==> config.mk <==
export PLATFORM = sky130hd
export DESIGN_NAME = wb_write_queue
export DESIGN_NICKNAME = d
export VERILOG_FILES = /design/src/rtl/wb_write_queue.sv
export SDC_FILE = /design/constraint.sdc
export NUM_CORES = 1
export LEC_CHECK = 0
export CORE_MARGIN = 2
export CORE_UTILIZATION = 42
export CTS_BUF_LIST = sky130_fd_sc_hd__clkbuf_8 sky130_fd_sc_hd__clkbuf_16
export DETAILED_ROUTE_END_ITERATION = 16
export HOLD_SLACK_MARGIN = 0.02
export PLACE_DENSITY = 0.61
export SLEW_MARGIN = 30
export SYNTH_ARGS = -nofsm -noshare
export SYNTH_HDL_FRONTEND = slang
export SYNTH_SLANG_ARGS = --single-unit
==> constraint.sdc <==
create_clock -name clk -period 3.8 [get_ports clk]
set_input_delay 0.76 -clock clk [delete_from_list [all_inputs] [get_ports clk]]
set_output_delay 0.76 -clock clk [all_outputs]
set_load 0.005 [all_outputs]
==> src/rtl/wb_write_queue.sv <==
// Dual-issue writeback queue: accepts up to two register writes per cycle, retires one per cycle.
// Define WBQ_BYPASS_EN to add forwarding of queued data to two read ports.
module wb_write_queue #(
    parameter int DEPTH = 4
) (
    input  logic                     clk,
    input  logic                     rst,
    input  logic                     wbValid0,
    input  logic                     wbValid1,
    input  logic [4:0]               wbReg0,
    input  logic [4:0]               wbReg1,
    input  logic [31:0]              wbData0,
    input  logic [31:0]              wbData1,
    output logic                     ready,
    output logic                     we,
    output logic [4:0]               writeRegister,
    output logic [31:0]              writeData,
    output logic                     empty,
    output logic                     full,
    output logic [$clog2(DEPTH):0]   count
`ifdef WBQ_BYPASS_EN
    ,
    input  logic [4:0]               readRegister1,
    input  logic [4:0]               readRegister2,
    output logic                     bypassHit1,
    output logic                     bypassHit2,
    output logic [31:0]              bypassData1,
    output logic [31:0]              bypassData2
`endif
);

    localparam int PTR_W = $clog2(DEPTH);
    localparam int CNT_W = PTR_W + 1;

    logic [PTR_W-1:0] head_q, head_d;
    logic [PTR_W-1:0] tail_q, tail_d;
    logic [PTR_W-1:0] tail1;
    logic [CNT_W-1:0] count_q, count_d;
    logic [4:0]       reg_q  [DEPTH];
    logic [4:0]       reg_d  [DEPTH];
    logic [31:0]      data_q [DEPTH];
    logic [31:0]      data_d [DEPTH];
    logic             push0, push1, pop;

    // Acceptance looks only at the registered count, so a pop this cycle never frees room early.
    assign ready         = (count_q <= CNT_W'(DEPTH - 2));
    assign empty         = (count_q == '0);
    assign full          = (count_q == CNT_W'(DEPTH));
    assign we            = !empty;
    assign writeRegister = reg_q[head_q];
    assign writeData     = data_q[head_q];
    assign count         = count_q;

    always_comb begin
        // NOTE: every always_comb output gets a default before any condition, so no latch is inferred.
        reg_d  = reg_q;
        data_d = data_q;
        push0  = ready && wbValid0 && (wbReg0 != 5'd0);
        push1  = ready && wbValid1 && (wbReg1 != 5'd0);
        pop    = we;
        tail1  = tail_q + PTR_W'(push0);
        if (push0) begin
            reg_d[tail_q]  = wbReg0;
            data_d[tail_q] = wbData0;
        end
        // Slot 1 lands behind slot 0, so a same-register pair retires with slot 1's data last.
        if (push1) begin
            reg_d[tail1]  = wbReg1;
            data_d[tail1] = wbData1;
        end
        tail_d  = tail_q + PTR_W'(push0) + PTR_W'(push1);
        head_d  = head_q + PTR_W'(pop);
        count_d = count_q + CNT_W'(push0) + CNT_W'(push1) - CNT_W'(pop);
    end

    // NOTE: sequential state is updated only with non-blocking assignments.
    always_ff @(posedge clk or negedge rst) begin
        if (!rst) begin
            head_q  <= '0;
            tail_q  <= '0;
            count_q <= '0;
            // NOTE: the storage array is reset too, so the write port reads zero while in reset.
            for (int i = 0; i < DEPTH; i++) begin
                reg_q[i]  <= '0;
                data_q[i] <= '0;
            end
        end else begin
            head_q  <= head_d;
            tail_q  <= tail_d;
            count_q <= count_d;
            for (int i = 0; i < DEPTH; i++) begin
                reg_q[i]  <= reg_d[i];
                data_q[i] <= data_d[i];
            end
        end
    end

`ifdef WBQ_BYPASS_EN
    logic [PTR_W-1:0] bp_idx;

    // Walk from oldest to youngest so the last match wins; the popping head is still covered.
    always_comb begin
        bypassHit1  = 1'b0;
        bypassHit2  = 1'b0;
        bypassData1 = '0;
        bypassData2 = '0;
        bp_idx      = head_q;
        for (int i = 0; i < DEPTH; i++) begin
            bp_idx = head_q + PTR_W'(i);
            if (CNT_W'(i) < count_q) begin
                if ((readRegister1 != 5'd0) && (reg_q[bp_idx] == readRegister1)) begin
                    bypassHit1  = 1'b1;
                    bypassData1 = data_q[bp_idx];
                end
                if ((readRegister2 != 5'd0) && (reg_q[bp_idx] == readRegister2)) begin
                    bypassHit2  = 1'b1;
                    bypassData2 = data_q[bp_idx];
                end
            end
        end
    end
`endif

endmodule

; ---- Word level (Yosys, flattened, before mapping)
; Index checks and enable logic that the tools add are counted.
[totals]
inputBits = 78
ff_bits = 155
word_cells = 59
latch_bits = 0
mem_bits_rw = 0
mem_count = 0
mem_bits_ro = 0
[classes]
bitwise = 3
n_addsub = 6
div_mod_pow = 0
multipliers = 0
reduce_logical = 10
n_shift = 0
eq_ne = 1
muxes = 22
magnitude_cmp = 6
[op_table]
columns = op, n
row1 = $bwmux W128, 2
row2 = $mux W128, 2
row3 = $demux W32 S2, 2
row4 = $mux W32, 4
row5 = $bmux W32 S2, 1
row6 = $bwmux W20, 2
row7 = $mux W20, 2
row8 = $demux W5 S2, 2
row9 = $mux W5, 4
row10 = $bmux W5 S2, 1
row11 = $reduce_bool A5 Y1, 2
row12 = $ge A3 B3 Y1 const B, 3
row13 = $not A2 Y3, 3
row14 = $add A2 B1 Y2, 3
row15 = $add A3 B1 Y3, 2
row16 = $logic_and A1 B1 Y1, 6
row17 = $lt A3 B1 Y1 const B, 2
row18 = $eq A3 B3 Y1 const B, 1
row19 = $le A3 B2 Y1 const B, 1
row20 = $logic_not A3 Y1, 1
row21 = $sub A3 B1 Y3, 1
row22 = $logic_not A1 Y1, 1

; ---- Longest topological paths before layout
[depth]
depth_word = 11
ltp_mapped = 13
ltp_nobuf = 11

; ---- Worst setup path after synthesis
; OpenSTA, ideal clock, no wires.
[synth_timing]
kind = in2reg
start = input wbReg0[2]
end = register count_q[2], in the netlist count[2]
arrival_ns = 2.838
setup_slack_ns = 0.840
setup_ns = 0.123
required_time_ns = 3.677
path_buffers = 2
cell_stages = 10
cell_sequence = nor3_1 nand2_1 clkbuf_1 clkbuf_1 nand3_1 ha_1 inv_1 fa_1 fa_1 xnor2_1
[synth_between]
elab_chain_len = 5
[synth_lines]
columns = item, line
row1 = start: declaration, 10  ; input logic [4:0] wbReg0,
row2 = $reduce_bool A5 Y1, 58  ; push0 = ready && wbValid0 && (wbReg0 != 5'd0);
row3 = $logic_and A1 B1 Y1, 58
row4 = $add A3 B1 Y3 (2 in a row), 73  ; count_d = count_q + CNT_W'(push0) + CNT_W'(push1) - CNT_W'(pop);
row5 = $sub A3 B1 Y3, 73
row6 = net count_d[2], 38  ; logic [CNT_W-1:0] count_q, count_d;
row7 = end signal: assignment, 90  ; count_q <= count_d;
row8 = end: declaration, 38
; The timed path passes the listed nets, and every way through them passes these cells.

; ---- Final worst setup path
[layout_timing]
start = register head_q[1]
end = output writeData[0]
[layout_between]
elab_chain_len = 4
[layout_lines]
columns = item, line
row1 = start: declaration, 35  ; logic [PTR_W-1:0] head_q, head_d;
row2 = start signal: assignment, 79  ; head_q <= '0;
row3 = start signal: assignment, 88  ; head_q <= head_d;
row4 = $not A2 Y3 (not written as such), 51  ; assign writeData = data_q[head_q];
row5 = $bmux W32 S2, 51
row6 = $mux W32 (not written as such) (2 in a row), 51
row7 = end: declaration, 17  ; output logic [31:0] writeData,
; No other way between the ends. The select of a mux whose other input is x is not followed.

==> summary.txt <==
STA
  – Final setup margin: 0.5143 ns
  – Final hold violations: 0
  – Max Slew Vio Count: 0
  – RSZ-0062 raised after global routing: no
  – Post-route minimum period: 3.286 ns
  – Max Clk Rate: 304.3 MHz
  – Final setup TNS: 0 ns
  – Skew final: 0.008938 ns
  – Slew @ Worst Pin: 0.8219 ns
  – Max-slew headroom: 0.4520
  – Setup violations, final: 0
  – Fin crit share: 0.8647

Synth
  – Mapped Cells: 949
  – EDFF count, synth: 0
  – Synth top area cells: dfrtp_1 (44%), a31oi_1 (10%), mux4_2 (9.4%)
  – Seq/Total Area, Yosys: 0.4398
  – Synthesized area: 8820 um^2
  – Yosys reg bits: 155
  – Synth Flop Type: dfrtp_1
  – Share of flip-flops with an asynchronous set or reset: 1.000
  – Synth Warn #: 0
  – Synth unique cells: 34
  – Synth area leader: dfrtp_1
  – Yosys top cell area share: 0.4398
  – Post-synth net total: 1034
  – Post-Syn Area per Cell: 9.294 um^2

Clock network
  – Longest Clk Path Bufs: 2
  – CTS tree: yes
  – Clock root buffer: clkbuf_16
  – CTS sink cnt: 155
  – CTS-repair resized insts: 0
  – Clk slew on worst S/H paths: 0.06 ns
  – Post-CTS Hold Buffers: 0
  – Post-CTS setup buffer count: 0
  – Skew-Pair Late Insertion Delay: 0.43 ns
  – H-tree depth: 4
  – Total CTS buffers: 17

Critical path
  – Crit path capture type: primary output
  – Worst EP required: 3.04 ns
  – CP Launch Type: flip-flop
  – Arrival time worst endpoint: 2.53 ns
  – CP Max Fanout: 21
  – Critical path class: flip-flop to primary output

Route
  – Via/cell ratio: 6.563
  – First drt pass iteration count: 5
  – Final WL: 31230 um
  – DR iter-0 viols: 1095
  – DRC viols: 0
  – Via count: 8551
  – Post-route ant nets: 0
  – DR WL/cell: 23.97 um

GRT
  – First-pass GRT wire length: 48830 um
  – Largest net degree at the start of global routing: 129
  – Vias in the first global route: 8274
  – Gr usage total: 0.2861
  – Initial antenna violation count: 0
  – Total gr overflow: 0

Pwr
  – Pwr Density: 903.2 nW/um^2
  – Clock power frac: 0.168
  – Comb power frac: 0.519
  – Leak: 3.805 nW
  – Net Sw Power: 0.003842 W
  – Sw Ratio: 0.3941
  – Peak VDD IR: 0.4110 mV
  – Seq pwr share: 0.313
  – Cell Int Power: 0.005908 W

Hold path
  – Worst hold-check path type: input port to async pin

Finish
  – Diodes inserted: 0
  – Area overhead of the layout relative to synthesis: 22.40%
  – Nets: 1101
  – Layout cells sized above 1: 0.1196

Floorplanning
  – Row count: 53
  – Die Y: 148.9 um
  – IO Count: 122
  – Die Wd: 148.9 um
  – Core Region: 20820 um^2
  – Die Area: 22170 um^2
  – Initial Util: 0.4236

Place
  – Placed wire-length estimate: 17330 um
  – Routability cong.: 0.7883
  – DP Worst Slack: 0.3938 ns
  – Port Buffers: 121

Flow run
  – Max cap viols: 0

Status
  – Outcome: finished clean
[cell usage after synthesis (all sizes together) (3+ instances only)]
cell,n
or2,4
clkbuf,60
o21ai,151
inv,7
a31oi,148
a21boi,3
mux4,37
buf,51
xnor2,3
ha,5
dfrtp,155
nand2,24
nor3,150
nand3,132
[layout by cell type (no fill, tap or decap), drive strengths merged, types with 2 or more instances in the layout]
master and count:
dfrtp 155, o21ai 151, nor3 150, a31oi 148, nand3 132, clkdlybuf4s50 120, buf 39, mux4 37
nand2 24, clkbuf 19, inv 8, clkinv 7, ha 5, or2 4, clkinvlp 4, xnor2 3
a21boi 3, nor2 2, and3b 2, xor2 2, fa 2, nor3b 2
[through the flow]
step,cell area (um^2),hold WS [ns],total power (W),std cells,util
after floorplan,8820,0.4607,0.006026,949,-
after global placement,10240,0.5439,0.008001,1272,0.4919
after detailed placement,10240,0.5512,0.008090,1272,0.4919
after CTS,10800,0.4268,0.009731,1303,0.5184
after global routing,10800,0.4373,0.01036,1303,0.5184
final,10800,0.3822,0.009750,1303,0.5184
[area by class of cell]
type	instances	area, um^2
tap	275	344.1
multi-input combinational	675	4403
inverter	8	30.03
timing repair buffer	159	1585
sequential	155	3881
fill	1936	10030
clock inverter	12	98.84
clock buffer	19	452.9
[path summary, 6_finish.rpt]
kind                       cells after the start           end  slack, ns  startpoint
max                                            3  writeData[0]       0.51   head_q[1]
min                                            1      count[2]       0.38         rst
max reg2reg                                   10      count[2]       0.73    count[1]
min reg2reg                                    2    data_q[86]       0.56  data_q[86]
max in group asynchronous                      2   data_q[109]       2.55         rst
min in group clk                               2    data_q[86]       0.56  data_q[86]
[flip-flops by register name, indices dropped and copies added, names as in the netlist]
name and flops:
head_q 2, count 3, reg_q 20, tail_q 2, data_q 128
[kinds of logic after synthesis]
family	synth area share
compound gates	0.2020
xor+xnor	0.004966
fa+ha+maj	0.01163
buf+inv	0.06455
flops	0.4398
mux	0.09448
simple gates	0.1826
[critical path: stages, from the launching register on]
cell,delay [ns]
dfrtp_2,0.87
buf_4,0.37
mux4_2,0.37
clkdlybuf4s50_1,0.46
[metal layers]
| metal | wire [um] | global-route usage |
|---|---|---|
| met1 | 12580 | 0.3975 |
| met2 | 15140 | 0.4597 |
| met3 | 2819 | 0.04251 |
| met4 | 694 | 0.1005 |
| met5 | 0 | 0 |
[power by group through the flow]
| stage | Clock, W | Sequential [W] | Combinational [W] |
|---|---|---|---|
| detailed placement | 0 | 0.00306 | 0.00503 |
| finish | 0.00164 | 0.00305 | 0.00506 |
| CTS | 0.00164 | 0.00304 | 0.00504 |
| global route | 0.00172 | 0.00315 | 0.00548 |
| floorplan | 0 | 0.00283 | 0.00320 |
| global placement | 0 | 0.00305 | 0.00496 |
Note: power is estimated with default switching activity, not from simulation.
